File: config.mk
export PLATFORM = sky130hd
export DESIGN_NAME = bp_stream_io_cmd_arbiter
export DESIGN_NICKNAME = d
export VERILOG_FILES = /design/src/rtl/bp_stream_io_cmd_arbiter_pkg.sv /design/src/rtl/bp_stream_io_cmd_arbiter_fifo.sv /design/src/rtl/bp_stream_io_cmd_arbiter.sv
export SDC_FILE = /design/constraint.sdc
export NUM_CORES = 1
export LEC_CHECK = 0
export BUFFER_PORTS_ARGS = -buffer_cell sky130_fd_sc_hd__buf_2
export CELL_PAD_IN_SITES_DETAIL_PLACEMENT = 0
export CELL_PAD_IN_SITES_GLOBAL_PLACEMENT = 1
export CORE_AREA = 2 2 356 358
export CTS_BUF_LIST = sky130_fd_sc_hd__clkbuf_8
export DETAILED_ROUTE_END_ITERATION = 7
export DIE_AREA = 0 0 358 360
export PLACE_DENSITY = 0.3
export SYNTH_ARGS = -nofsm -noshare
export SYNTH_HDL_FRONTEND = slang
export SYNTH_SLANG_ARGS = --single-unit
File: constraint.sdc
create_clock -name clk_i -period 4.3 [get_ports clk_i]
set_clock_uncertainty 0.05 [all_clocks]
set_input_delay 0.215 -clock clk_i [delete_from_list [all_inputs] [get_ports clk_i]]
set_output_delay 0.215 -clock clk_i [all_outputs]
set_load 0.05 [all_outputs]
File: src/rtl/bp_stream_io_cmd_arbiter_pkg.sv
// Shared types and helpers for the two-port BedRock IO command arbiter.
`default_nettype none

package bp_stream_io_cmd_arbiter_pkg;

  typedef enum logic [0:0] {
    e_idle = 1'b0,
    e_data = 1'b1
  } arb_state_e;

  // Round-robin pick between two ports: the priority port wins when it requests.
  function automatic logic rr_pick(input logic [1:0] eligible, input logic prio);
    if (eligible[prio]) return prio;
    else if (eligible[~prio]) return ~prio;
    else return prio;
  endfunction

endpackage

`default_nettype wire

File: src/rtl/bp_stream_io_cmd_arbiter_fifo.sv
// Small 1R1W FIFO holding the issuing-port ID of each command in flight.
`default_nettype none

module bp_stream_io_cmd_arbiter_fifo #(
  parameter int width_p = 1,
  parameter int els_p   = 16
) (
  input  logic                         clk_i,
  input  logic                         reset_n_i,
  input  logic                         v_i,
  input  logic [width_p-1:0]           data_i,
  output logic                         ready_o,
  output logic                         v_o,
  output logic [width_p-1:0]           data_o,
  input  logic                         yumi_i,
  output logic [$clog2(els_p+1)-1:0]   count_o
);

  localparam int ptr_w = (els_p > 1) ? $clog2(els_p) : 1;
  localparam int cnt_w = $clog2(els_p + 1);

  logic [width_p-1:0] mem_r [els_p];
  logic [ptr_w-1:0]   wptr_r, rptr_r;
  logic [cnt_w-1:0]   count_r;
  logic               push, pop;

  function automatic logic [ptr_w-1:0] bump(input logic [ptr_w-1:0] p);
    return (p == ptr_w'(els_p - 1)) ? '0 : p + 1'b1;
  endfunction

  assign ready_o = (count_r != cnt_w'(els_p));
  assign v_o     = (count_r != '0);
  assign data_o  = mem_r[rptr_r];
  assign push    = v_i & ready_o;
  assign pop     = yumi_i & v_o;
  assign count_o = count_r;

  always_ff @(posedge clk_i) begin
    if (push) mem_r[wptr_r] <= data_i;
  end

  always_ff @(posedge clk_i or negedge reset_n_i) begin
    if (!reset_n_i) begin
      wptr_r  <= '0;
      rptr_r  <= '0;
      count_r <= '0;
    end else begin
      if (push) wptr_r <= bump(wptr_r);
      if (pop)  rptr_r <= bump(rptr_r);
      count_r <= count_r + cnt_w'(push) - cnt_w'(pop);
    end
  end

endmodule

`default_nettype wire

File: src/rtl/bp_stream_io_cmd_arbiter.sv
// Shares one BedRock IO cmd/resp port between the NBF loader (port 0) and the
// host bridge (port 1); round-robin per message, responses returned in order.
`default_nettype none

module bp_stream_io_cmd_arbiter
  import bp_stream_io_cmd_arbiter_pkg::*;
#(
  parameter int hdr_width_p   = 80,
  parameter int data_width_p  = 64,
  parameter int max_credits_p = 16
) (
  input  logic                               clk_i,
  input  logic                               reset_n_i,

  input  logic [2*hdr_width_p-1:0]           req_hdr_i,
  input  logic [1:0]                         req_hdr_v_i,
  output logic [1:0]                         req_hdr_ready_and_o,
  input  logic [1:0]                         req_has_data_i,
  input  logic [2*data_width_p-1:0]          req_data_i,
  input  logic [1:0]                         req_data_v_i,
  output logic [1:0]                         req_data_ready_and_o,
  input  logic [1:0]                         req_last_i,

  output logic [hdr_width_p-1:0]             io_cmd_header_o,
  output logic                               io_cmd_header_v_o,
  input  logic                               io_cmd_header_ready_and_i,
  output logic                               io_cmd_has_data_o,
  output logic [data_width_p-1:0]            io_cmd_data_o,
  output logic                               io_cmd_data_v_o,
  input  logic                               io_cmd_data_ready_and_i,
  output logic                               io_cmd_last_o,

  input  logic [hdr_width_p-1:0]             io_resp_header_i,
  input  logic                               io_resp_header_v_i,
  output logic                               io_resp_header_ready_and_o,
  input  logic                               io_resp_has_data_i,
  input  logic [data_width_p-1:0]            io_resp_data_i,
  input  logic                               io_resp_data_v_i,
  output logic                               io_resp_data_ready_and_o,
  input  logic                               io_resp_last_i,

  output logic [2*hdr_width_p-1:0]           req_resp_header_o,
  output logic [1:0]                         req_resp_header_v_o,
  input  logic [1:0]                         req_resp_header_ready_and_i,
  output logic [1:0]                         req_resp_has_data_o,
  output logic [2*data_width_p-1:0]          req_resp_data_o,
  output logic [1:0]                         req_resp_data_v_o,
  input  logic [1:0]                         req_resp_data_ready_and_i,
  output logic [1:0]                         req_resp_last_o,

  output logic [$clog2(max_credits_p+1)-1:0] outstanding_o
);

  arb_state_e state_r, state_n;
  logic       grant_r, rr_r;
  logic [1:0] eligible;
  logic       winner, hdr_hs, data_hs;
  logic       fifo_ready, fifo_v, fifo_head, fifo_yumi;

  // Gating with reset_n_i keeps header valid/ready low while reset is held.
  assign eligible = req_hdr_v_i & {2{fifo_ready & reset_n_i}};
  assign winner   = rr_pick(eligible, rr_r);

  always_comb begin
    state_n              = state_r;
    io_cmd_header_o      = winner ? req_hdr_i[2*hdr_width_p-1:hdr_width_p]
                                  : req_hdr_i[hdr_width_p-1:0];
    io_cmd_has_data_o    = req_has_data_i[winner];
    io_cmd_data_o        = grant_r ? req_data_i[2*data_width_p-1:data_width_p]
                                   : req_data_i[data_width_p-1:0];
    io_cmd_header_v_o    = 1'b0;
    io_cmd_data_v_o      = 1'b0;
    io_cmd_last_o        = 1'b0;
    req_hdr_ready_and_o  = '0;
    req_data_ready_and_o = '0;
    hdr_hs               = 1'b0;
    data_hs              = 1'b0;
    case (state_r)
      e_idle: begin
        io_cmd_header_v_o           = |eligible;
        req_hdr_ready_and_o[winner] = io_cmd_header_ready_and_i & (|eligible);
        hdr_hs = io_cmd_header_v_o & io_cmd_header_ready_and_i;
        if (hdr_hs && req_has_data_i[winner]) state_n = e_data;
      end
      e_data: begin
        io_cmd_data_v_o                = req_data_v_i[grant_r];
        io_cmd_last_o                  = req_last_i[grant_r];
        req_data_ready_and_o[grant_r]  = io_cmd_data_ready_and_i;
        data_hs = io_cmd_data_v_o & io_cmd_data_ready_and_i;
        if (data_hs && io_cmd_last_o) state_n = e_idle;
      end
      default: state_n = e_idle;
    endcase
  end

  always_ff @(posedge clk_i or negedge reset_n_i) begin
    if (!reset_n_i) begin
      state_r <= e_idle;
      grant_r <= 1'b0;
      rr_r    <= 1'b0;
    end else begin
      state_r <= state_n;
      if (hdr_hs) begin
        rr_r <= ~winner;
        if (req_has_data_i[winner]) grant_r <= winner;
      end
    end
  end

  // Responses follow the head ID; with no command in flight they stall.
  always_comb begin
    req_resp_header_o          = {2{io_resp_header_i}};
    req_resp_has_data_o        = {2{io_resp_has_data_i}};
    req_resp_data_o            = {2{io_resp_data_i}};
    req_resp_header_v_o        = '0;
    req_resp_data_v_o          = '0;
    req_resp_last_o            = '0;
    io_resp_header_ready_and_o = fifo_v & req_resp_header_ready_and_i[fifo_head];
    io_resp_data_ready_and_o   = fifo_v & req_resp_data_ready_and_i[fifo_head];
    if (fifo_v) begin
      req_resp_header_v_o[fifo_head] = io_resp_header_v_i;
      req_resp_data_v_o[fifo_head]   = io_resp_data_v_i;
      req_resp_last_o[fifo_head]     = io_resp_last_i;
    end
    fifo_yumi = (io_resp_header_v_i & io_resp_header_ready_and_o & ~io_resp_has_data_i)
              | (io_resp_data_v_i & io_resp_data_ready_and_o & io_resp_last_i);
  end

  bp_stream_io_cmd_arbiter_fifo #(
    .width_p (1),
    .els_p   (max_credits_p)
  ) id_fifo (
    .clk_i     (clk_i),
    .reset_n_i (reset_n_i),
    .v_i       (hdr_hs),
    .data_i    (winner),
    .ready_o   (fifo_ready),
    .v_o       (fifo_v),
    .data_o    (fifo_head),
    .yumi_i    (fifo_yumi),
    .count_o   (outstanding_o)
  );

endmodule

`default_nettype wire
Word level (Yosys, flattened, before mapping) --
Memories as Yosys holds them, arrays and structs flattened. Index checks and enable logic that the tools add are counted.
Cells by class: bitwise operators 22, magnitude comparators 8, reductions and logical operators 8, multiplexer cells 40, equal/unequal tests 3, add/sub/neg operators 4
Operator list (count):
- $mux W80 | 1
- $mux W64 | 1
- $mux W1 | 27
- $and A2 B2 Y2 | 6
- $and A1 B1 Y1 | 11
- $lt A1 B2 Y1 const B | 5
- $mux W2 | 5
- $add A4 B1 Y4 const B | 2
- $eq A4 B4 Y1 const B | 2
- $mux W4 | 2
- $add A5 B1 Y5 | 1
- $logic_and A1 B1 Y1 | 5
- $ne A5 B5 Y1 const B | 1
- $reduce_bool A5 Y1 | 1
- $sub A5 B1 Y5 | 1
- $not A1 Y1 | 4
- $demux W1 S1 | 3
- $ge A1 B1 Y1 const B | 3
- $pmux W1 S2 | 1
- $reduce_and A2 Y1 | 1
- $reduce_or A2 Y1 | 1
- $or A1 B1 Y1 | 1
Storage, ports and cells: output and inout port bits 455, word-level logic and storage cells 92, memory bits (writable) 16, bits of input ports 452, bits in registers 16, memories kept 1
Memory list:
- id_fifo.mem_r | words 16, width 1, read ports 1, clocked after Yosys merged registers in 0, wr ports 1, line bp_stream_io_cmd_arbiter_fifo.sv:22 | logic [width_p-1:0] mem_r [els_p];

Longest topological paths before layout --
Gate-level depths: netlist of the first run.
depth after elaboration 13, depth in mapped cells 14, depth with buffers taken out 14

Cells and area by module --
Synthesis of the first run repeated with hierarchy kept, for this count alone.
Second synthesis, totals: cell total of the unflattened synthesis 621, area total of the unflattened synthesis 5780.5 um^2
By module, submodules not included:
- bp_stream_io_cmd_arbiter | instances 1, sequential area each 75.1 um^2, area each 4282.9 um^2, cells each 495
- bp_stream_io_cmd_arbiter_fifo | instances 1, sequential area each 805.8 um^2, area each 1497.7 um^2, cells each 126

Worst setup path before layout of the first run --
OpenSTA, ideal clock, no wires.
kind flip-flop to flip-flop, start register id_fifo.count_r[2], in the netlist id_fifo.count_o[2], end register id_fifo.count_r[4], in the netlist id_fifo.count_o[4], slack 219 ps, buffers on the path 1, arrival time 3908 ps, cell stages (with the launch flop) 15, path through dfrtp_1 -> inv_1 -> ha_1 -> or3b_2 -> o21ai_0 -> nor3_1 -> nand2_1 -> inv_1 -> clkbuf_1 -> ha_1 -> fa_1 -> a21oi_1 -> nor2_1 -> nor2_1 -> xnor2_1
Between the ends: word-level cells in the longest chain between the ends 9, elaborated cells on any way between the ends 18
RTL lines:
- start, declared | line bp_stream_io_cmd_arbiter_fifo.sv:24 | logic [cnt_w-1:0] count_r;
- start signal, assigned | line bp_stream_io_cmd_arbiter_fifo.sv:50 | count_r <= count_r + cnt_w'(push) - cnt_w'(pop);
- $ne A5 B5 Y1 * | line bp_stream_io_cmd_arbiter_fifo.sv:31 | assign ready_o = (count_r != cnt_w'(els_p));
- $and A1 B1 Y1 | line bp_stream_io_cmd_arbiter.sv:61 | assign eligible = req_hdr_v_i & {2{fifo_ready & reset_n_i}};
- $and A2 B2 Y2 | line bp_stream_io_cmd_arbiter.sv:61
- $reduce_or A2 Y1 | line bp_stream_io_cmd_arbiter.sv:80 | io_cmd_header_v_o = |eligible;
- $and A1 B1 Y1 | line bp_stream_io_cmd_arbiter.sv:82 | hdr_hs = io_cmd_header_v_o & io_cmd_header_ready_and_i;
- $mux W1 | line bp_stream_io_cmd_arbiter.sv:78 | case (state_r)
- $and A1 B1 Y1 * | line bp_stream_io_cmd_arbiter_fifo.sv:34 | assign push = v_i & ready_o;
- net id_fifo.push | line bp_stream_io_cmd_arbiter_fifo.sv:25 | logic push, pop;
- $add A5 B1 Y5 * | line bp_stream_io_cmd_arbiter_fifo.sv:50
- $sub A5 B1 Y5 * | line bp_stream_io_cmd_arbiter_fifo.sv:50
The timed path passes the listed nets; every way through them passes the cells marked *. A chain may end at the register's enable or synchronous reset.

Final worst setup path of the first run --
start register id_fifo.rptr_r[2], end register id_fifo.count_r[4], in the netlist id_fifo.count_o[4]
Between the ends: word-level cells in the longest chain between the ends 9, elaborated cells on any way between the ends 14
RTL lines:
- start, declared | line bp_stream_io_cmd_arbiter_fifo.sv:23 | logic [ptr_w-1:0] wptr_r, rptr_r;
- start signal, assigned | line bp_stream_io_cmd_arbiter_fifo.sv:49 | if (pop) rptr_r <= bump(rptr_r);
- $mem_v2 Z16 W1 *
- $mux W1, on equally long branches (2 in a row) | line bp_stream_io_cmd_arbiter.sv:118, bp_stream_io_cmd_arbiter.sv:119
- $and A1 B1 Y1, on equally long branches | line bp_stream_io_cmd_arbiter.sv:118, bp_stream_io_cmd_arbiter.sv:119
- $and A1 B1 Y1, on equally long branches (2 in a row) | line bp_stream_io_cmd_arbiter.sv:125, bp_stream_io_cmd_arbiter.sv:126
- $or A1 B1 Y1 * | line bp_stream_io_cmd_arbiter.sv:126 | | (io_resp_data_v_i & io_resp_data_ready_and_o & io_resp_last_i);
- $and A1 B1 Y1 * | line bp_stream_io_cmd_arbiter_fifo.sv:35 | assign pop = yumi_i & v_o;
- net id_fifo.pop | line bp_stream_io_cmd_arbiter_fifo.sv:25
- $sub A5 B1 Y5 * | line bp_stream_io_cmd_arbiter_fifo.sv:50
The timed path passes the listed nets; every way through them passes the cells marked *. The select of a mux whose other input is x is not followed.

==> results of run 1 <==
layout by cell type (no fill, tap or decap), drive strengths merged, types with 6 or more instances in the layout:
master / n
mux2: 148
inv: 15
ha: 11
edfxtp: 16
dfrtp: 16
o21ai: 8
nor2: 17
nand3: 6
nand2: 10
buf: 488
path summary, 6_finish.rpt:
kind | endpoint | cells past startpoint
setup / recovery | id_fifo.count_o[4] | 12
setup reg to reg | id_fifo.count_o[4] | 12
max in group asynchronous | grant_r | 3
hold reg to reg | rr_r | 2
min in group asynchronous | grant_r | 3
hold / removal | state_r | 3
cell families (layout without fill, tap and decap cells):
kind of cell / count (synthesis) / in the layout / share of synthesized area, %
AO/OA/AOI/OAI: 22 / 22 / 2.774
buffers and inverters: 328 / 512 / 40.91
other: 0 / 3 / 0
AND/OR/NAND/NOR: 57 / 57 / 4.915
multiplexers: 158 / 158 / 32.35
adder cells (fa/ha/maj): 12 / 12 / 2.752
XOR/XNOR: 6 / 6 / 0.9174
flip-flops: 32 / 32 / 15.38
report_power, final:
group          switching [mW]  internal [mW]  total, mW  leakage, nW
sequential              0.193          0.425      0.618        0.333
clock                   0.122          0.171      0.293       0.0542
combinational            2.34           1.12       3.45         2.92
total                    2.65           1.71       4.36         3.31
cell usage after synthesis:
| cell type | instances |
|---|---|
| and2_1 | 5 |
| nand2b_1 | 1 |
| nand2_1 | 10 |
| and3_2 | 2 |
| xnor2_1 | 4 |
| buf_6 | 1 |
| a21o_1 | 2 |
| edfxtp_1 | 16 |
| xor2_1 | 2 |
| clkbuf_1 | 13 |
| o21ai_1 | 1 |
| buf_2 | 7 |
| a31oi_1 | 1 |
| mux2_2 | 146 |
| mux2i_4 | 1 |
| mux2i_1 | 3 |
| nor2_1 | 17 |
| nor3_1 | 5 |
| buf_4 | 290 |
| mux4_2 | 5 |
| o21ai_0 | 7 |
| nor2b_1 | 2 |
| and3_1 | 3 |
| fa_1 | 1 |
| nand3_1 | 6 |
| or3b_2 | 1 |
| buf_1 | 1 |
| nor3b_1 | 1 |
| a22o_1 | 1 |
| o21ba_2 | 1 |
| inv_1 | 15 |
| a41oi_1 | 2 |
| a21oi_1 | 5 |
| clkdlybuf4s50_2 | 1 |
| mux2i_2 | 1 |
| o41ai_1 | 1 |
| mux2_4 | 2 |
| dfrtp_1 | 16 |
| nor4_1 | 4 |
| o32ai_4 | 1 |
| ha_1 | 11 |
critical path, cell delays in order (launching register included):
cell	delay, ps
dfrtp_1	570
mux4_2	580
mux4_2	610
mux2i_2	220
o32ai_4	400
ha_1	200
inv_1	40
ha_1	210
fa_1	410
a21oi_1	160
nor2_1	60
nor2_1	110
xnor2_1	130
flip-flops by register name (all words and copies together) (netlist names):
register,flops
grant_r,1
id_fifo.count_o,5
id_fifo.mem_r,16
id_fifo.rptr_r,4
id_fifo.wptr_r,4
rr_r,1
state_r,1
through the flow:
stage / power, mW / instance area, um2 / cells
floorplan: 3.922 / 5728 / 615
CTS: 4.439 / 8132 / 2449
finish: 4.364 / 8139 / 2452
global placement: 4.152 / 8010 / 2440
global route: 4.630 / 8139 / 2452
detailed placement: 4.127 / 8010 / 2440
per-layer routing:
metal / wire length [um] / vias to the layer above
li1: - / 2141
met1: 9302 / 2083
met2: 12990 / 572
met3: 5152 / 54
met4: 1126 / 0
met5: 0 / -
area by class of cell:
| cell class | count | area (um2) |
|---|---|---|
| Inverter | 15 | 56.30 |
| Fill cell | 14820 | 116800 |
| Clock buffer | 5 | 68.82 |
| Multi-Input combinational cell | 255 | 2515 |
| Sequential cell | 32 | 884.6 |
| Timing Repair Buffer | 489 | 2500 |
| Antenna cell | 3 | 7.507 |
| Clock inverter | 3 | 42.54 |
| Tap cell | 1650 | 2064 |
repair_timing:
item | in CTS | in global routing
hold endpoints to repair | 16 | 0
setup buffers | 0 | 0
hold buffers | 1 | 0
==> metrics, run 1 <==
Post-route DRC 0; Post-Syn Nets 1079; unrepaired setup endpoints after global routing false; post-synth top area share 38.01%; Slew headroom 44.94%; CTS tree built; PwrDens 536.1 nW/um2; VDD IR-drop max 0.1698 mV; Post-Syn Area 5728 um2; CTS Buf Count 5; drt wl/cell 11.65 um; crit-path max FO 8; GP Congestion 0.8710; Initial Util 4.585%; number of global-route vias before repair 5195; outcome completed; Clock Latency Late Sink 290 ps; r2r startpoint id_fifo.rptr_r[2]; # IOs 907; final hold viol count 0; die area 128900 um2; number of synthesized register bits 32; CTS clk-pin slew, worst paths 80 ps; Critical Path AT 4000 ps; Mean Syn Cell Area 9.314 um2; crit path kind flip-flop to flip-flop; layout cells sized above 1 82.35%; met3 usage 3.082%; grt peak-use layer met2; Synth area leaders buf_4, mux2_2, edfxtp_1, dfrtp_1, ha_1; Post-Syn Instances 615; Tmin final 3832 ps; upper clock frequency limit 0.2610 GHz; Hold Crit Start io_cmd_data_ready_and_i; worst slew pin tran 825.9 ps; CP Capture Type flip-flop; initial antenna violation count 8; Vias 4850; first-pass GRT wire length 37660 um; Num Clock Sinks 32; Max Slew Vio Count 0; # setup viols final 0; YS warnings 0; met2 Use GR 6.666%; ANT nets after route 0; largest net degree at the start of global routing 52; WL final 28570 um; DR iter-0 viols 125; reg2reg setup slack 470 ps; Pre-antenna DRT Iters 4; Seq/Total Area, Yosys 15.38%; Synth area leader buf_4; origin of the worst setup path id_fifo.rptr_r[2]; fin worst setup slack 468.1 ps; setup TNS 0 ps; Die Width 358 um; Longest Clk Path Bufs 2; Fin Hold WS 182.1 ps; nets 1262; hpwl dp 25940 um; routed vias/inst 1.978; IO buf count 474; Core ar. 124900 um2; part of the cycle the worst path needs 89.11%; Place WS 409.5 ps; post-cts gate resize count 0; Root Buffer clkbuf_8; GRT met1 Usage 3.736%; maxcap violations 0; Critical Path Start Type flip-flop; leak pwr 3.306 nW; Util after Layout 6.515%; Die H 360 um; Overall Global Routing Usage 4.046%; Req. time, crit path 4470 ps; Rows 130; Distinct cells, synth 41; area grow syn2layout 42.09%; worst min path class input port to flip-flop; Max H-tree Level 2; GRT Residual Overflow 0
(Power assumes the default switching activity.)
==> inputs of run 2 (changes only) <==
--- a/config.mk
+++ b/config.mk
@@ -6,12 +6,11 @@
 export NUM_CORES = 1
 export LEC_CHECK = 0
 export BUFFER_PORTS_ARGS = -buffer_cell sky130_fd_sc_hd__buf_2
-export CELL_PAD_IN_SITES_DETAIL_PLACEMENT = 0
-export CELL_PAD_IN_SITES_GLOBAL_PLACEMENT = 1
-export CORE_AREA = 2 2 356 358
+export CAP_MARGIN = 0
+export CORE_AREA = 2 2 349 351
 export CTS_BUF_LIST = sky130_fd_sc_hd__clkbuf_8
 export DETAILED_ROUTE_END_ITERATION = 7
-export DIE_AREA = 0 0 358 360
+export DIE_AREA = 0 0 351 353
 export PLACE_DENSITY = 0.3
 export SYNTH_ARGS = -nofsm -noshare
 export SYNTH_HDL_FRONTEND = slang
==> run 2 against run 1 <==
Utilization increased by 0.18 points. Highest routed layer is now met5. Sequential share of layout area increased by 0.084 points. Worst setup slack improved by 110 ps. Clock power decreased by 16%. Sequential power decreased by 2%. Critical endpoint is now io_cmd_header_o[20].
==> metrics, run 2 (synthesized netlist as in run 1, its figures left out) <==
CP Capture Type output pin; Tmin final 3724 ps (-108.4 ps); origin of the worst setup path reset_n_i; # setup viols final 0 (unchanged); number of global-route vias before repair 4966 (-4.4%); Internal 1.637 mW (-4.5%); most frequent cells in the layout buf_2, mux2_2, nor2_1, edfxtp_1; layout cells sized above 1 82.20% (-0.16 points); area grow syn2layout 41.00%; GRT Residual Overflow 0 (unchanged); sequential share of power 14.2% (about the same); maxcap violations 0 (unchanged); Max H-tree Level 2 (unchanged); Vias 4967 (+2.4%); power share of the clock group 5.7% (-1.0 points); Hold Path Stages 3 (unchanged); die area 123900 um2 (-3.9%); hpwl dp 30070 um (+16%); DR iter-0 viols 119 (-4.8%); Die H 353 um (-1.9%); PwrDens 530.3 nW/um2 (-1.1%); Clock Latency Late Sink 290 ps (about the same); drt wl/cell 13.50 um (+16%); Core ar. 120600 um2 (-3.5%); Longest Clk Path Bufs 2 (unchanged); Slew headroom 35.42% (-9.5 points); CTS Buf Count 5 (unchanged); Pre-antenna DRT Iters 4 (unchanged); Critical Path AT 3460 ps (-540 ps); commonest non-fill, non-tap cell in the layout buf_2; crit path kind input port to output pin; CTS clk-pin slew, worst paths 70 ps (about the same); Root Buffer clkbuf_8; reg2reg setup slack 590 ps (+120 ps); GP Congestion 0.7564 (-13%); worst slew pin tran 965.1 ps (+139.2 ps); leak pwr 3.263 nW (-1.3%); WL final 32820 um (+15%); largest net degree at the start of global routing 44 (-15%); setup TNS 0 ps (unchanged); Critical Path Start Type input port; IO buf count 474 (unchanged); Combinational Power Share 80.1% (+1.0 points); Top reg by flops id_fifo.mem_r; Max Slew Vio Count 0 (unchanged); Post-route DRC 0 (unchanged); Min-Delay Endpoint grant_r; switching power 2.646 mW (-0.12%); Rows 128 (-1.5%); Reg area 884.6 um2 (unchanged); Initial Util 4.750% (+0.16 points); Reg2Reg Depth 12 (unchanged); Overall Global Routing Usage 4.767% (+0.72 points); Num Clock Sinks 32 (unchanged); CTS tree built; r2r endpoint id_fifo.count_o[4]; area of the multi-input gates 2515 um2 (unchanged); max reg flops 16 (unchanged); Fill cells 14240 (-3.9%); first-pass GRT wire length 40070 um (+6.4%); part of the cycle the worst path needs 86.59% (-2.5 points); VDD IR-drop max 0.3841 mV (+130%); fin worst setup slack 576.5 ps (+108.4 ps); Die Width 351 um (-2.0%); Place WS 558.6 ps (+149.1 ps); routed vias/inst 2.043 (+3.3%); unrepaired setup endpoints after global routing false; # IOs 907 (unchanged); initial antenna violation count 23 (+15); Post-CTS Setup Bufs 0 (unchanged); worst min path class input port to flip-flop; Hold Crit Start req_has_data_i[1]; crit-path max FO 23 (+15); fraction of power spent switching nets 61.79% (+1.1 points); nets 1255 (-0.55%); ANT nets after route 0 (unchanged); r2r startpoint id_fifo.rptr_r[2]; final hold viol count 0 (unchanged); Req. time, crit path 4030 ps (-440 ps); outcome completed; upper clock frequency limit 0.2686 GHz (+2.9%)
-- run 2: worst max path at each step --
stage                     slack [ps]  cells after the start                  end
after floorplan                  220                     14   id_fifo.count_o[4]
after global placement           560                     12   id_fifo.count_o[4]
after detailed placement         560                     12   id_fifo.count_o[4]
after CTS                        500                      8  io_cmd_header_o[20]
after global routing             350                     12   id_fifo.count_o[4]
final                            580                      8  io_cmd_header_o[20]
-- run 2: repair_timing --
item | CTS | global route
gates resized for setup | 0 | 0
endpoints found under the hold margin | 16 | 0
hold buffers | 1 | 0
-- run 2: power groups by stage --
stage,combinational [mW],clock (mW),sequential (mW)
4_1_cts,3.46,0.258,0.617
6_report,3.43,0.245,0.607
3_5_place_dp,3.45,0,0.623
2_1_floorplan,3.35,0,0.568
5_1_grt,3.59,0.272,0.634
3_3_place_gp,3.50,0,0.625
-- run 2: cell type report --
class,count,share of cell area (%)
clock inverters,3,0.2943
flip-flops and latches,32,10.95
inverters,15,0.6971
diodes,14,0.4338
multi-input cells,255,31.14
clock buffers,5,0.8521
repair buffers,482,30.46
well taps,1625,25.17
-- run 2: worst max-delay path: stages --
cell and delay [ps]:
dlygate4sd3_1 520, buf_2 400, o21ai_0 250, o21ba_2 270, o21ai_4 710, buf_4 440
mux2_2 410, buf_2 220
-- run 2: metrics by stage --
step / util (%) / hold WS [ps] / power [mW] / cells / cell area [um2]
floorplan: - / -130.6 / 3.922 / 615 / 5728
global placement: 6.583 / 150.5 / 4.122 / 2408 / 7939
detailed placement: 6.583 / 146.5 / 4.077 / 2408 / 7939
CTS: 6.668 / 171.1 / 4.339 / 2417 / 8041
global route: 6.674 / 186.0 / 4.499 / 2420 / 8049
finish: 6.697 / 174.7 / 4.283 / 2431 / 8077
-- run 2: routing by layer --
metal	share of wire (%)	GRT usage (%)
met2	41	7.393
met1	36	5.034
met5	0.14	0
met3	19	3.471
met4	3.8	1.511
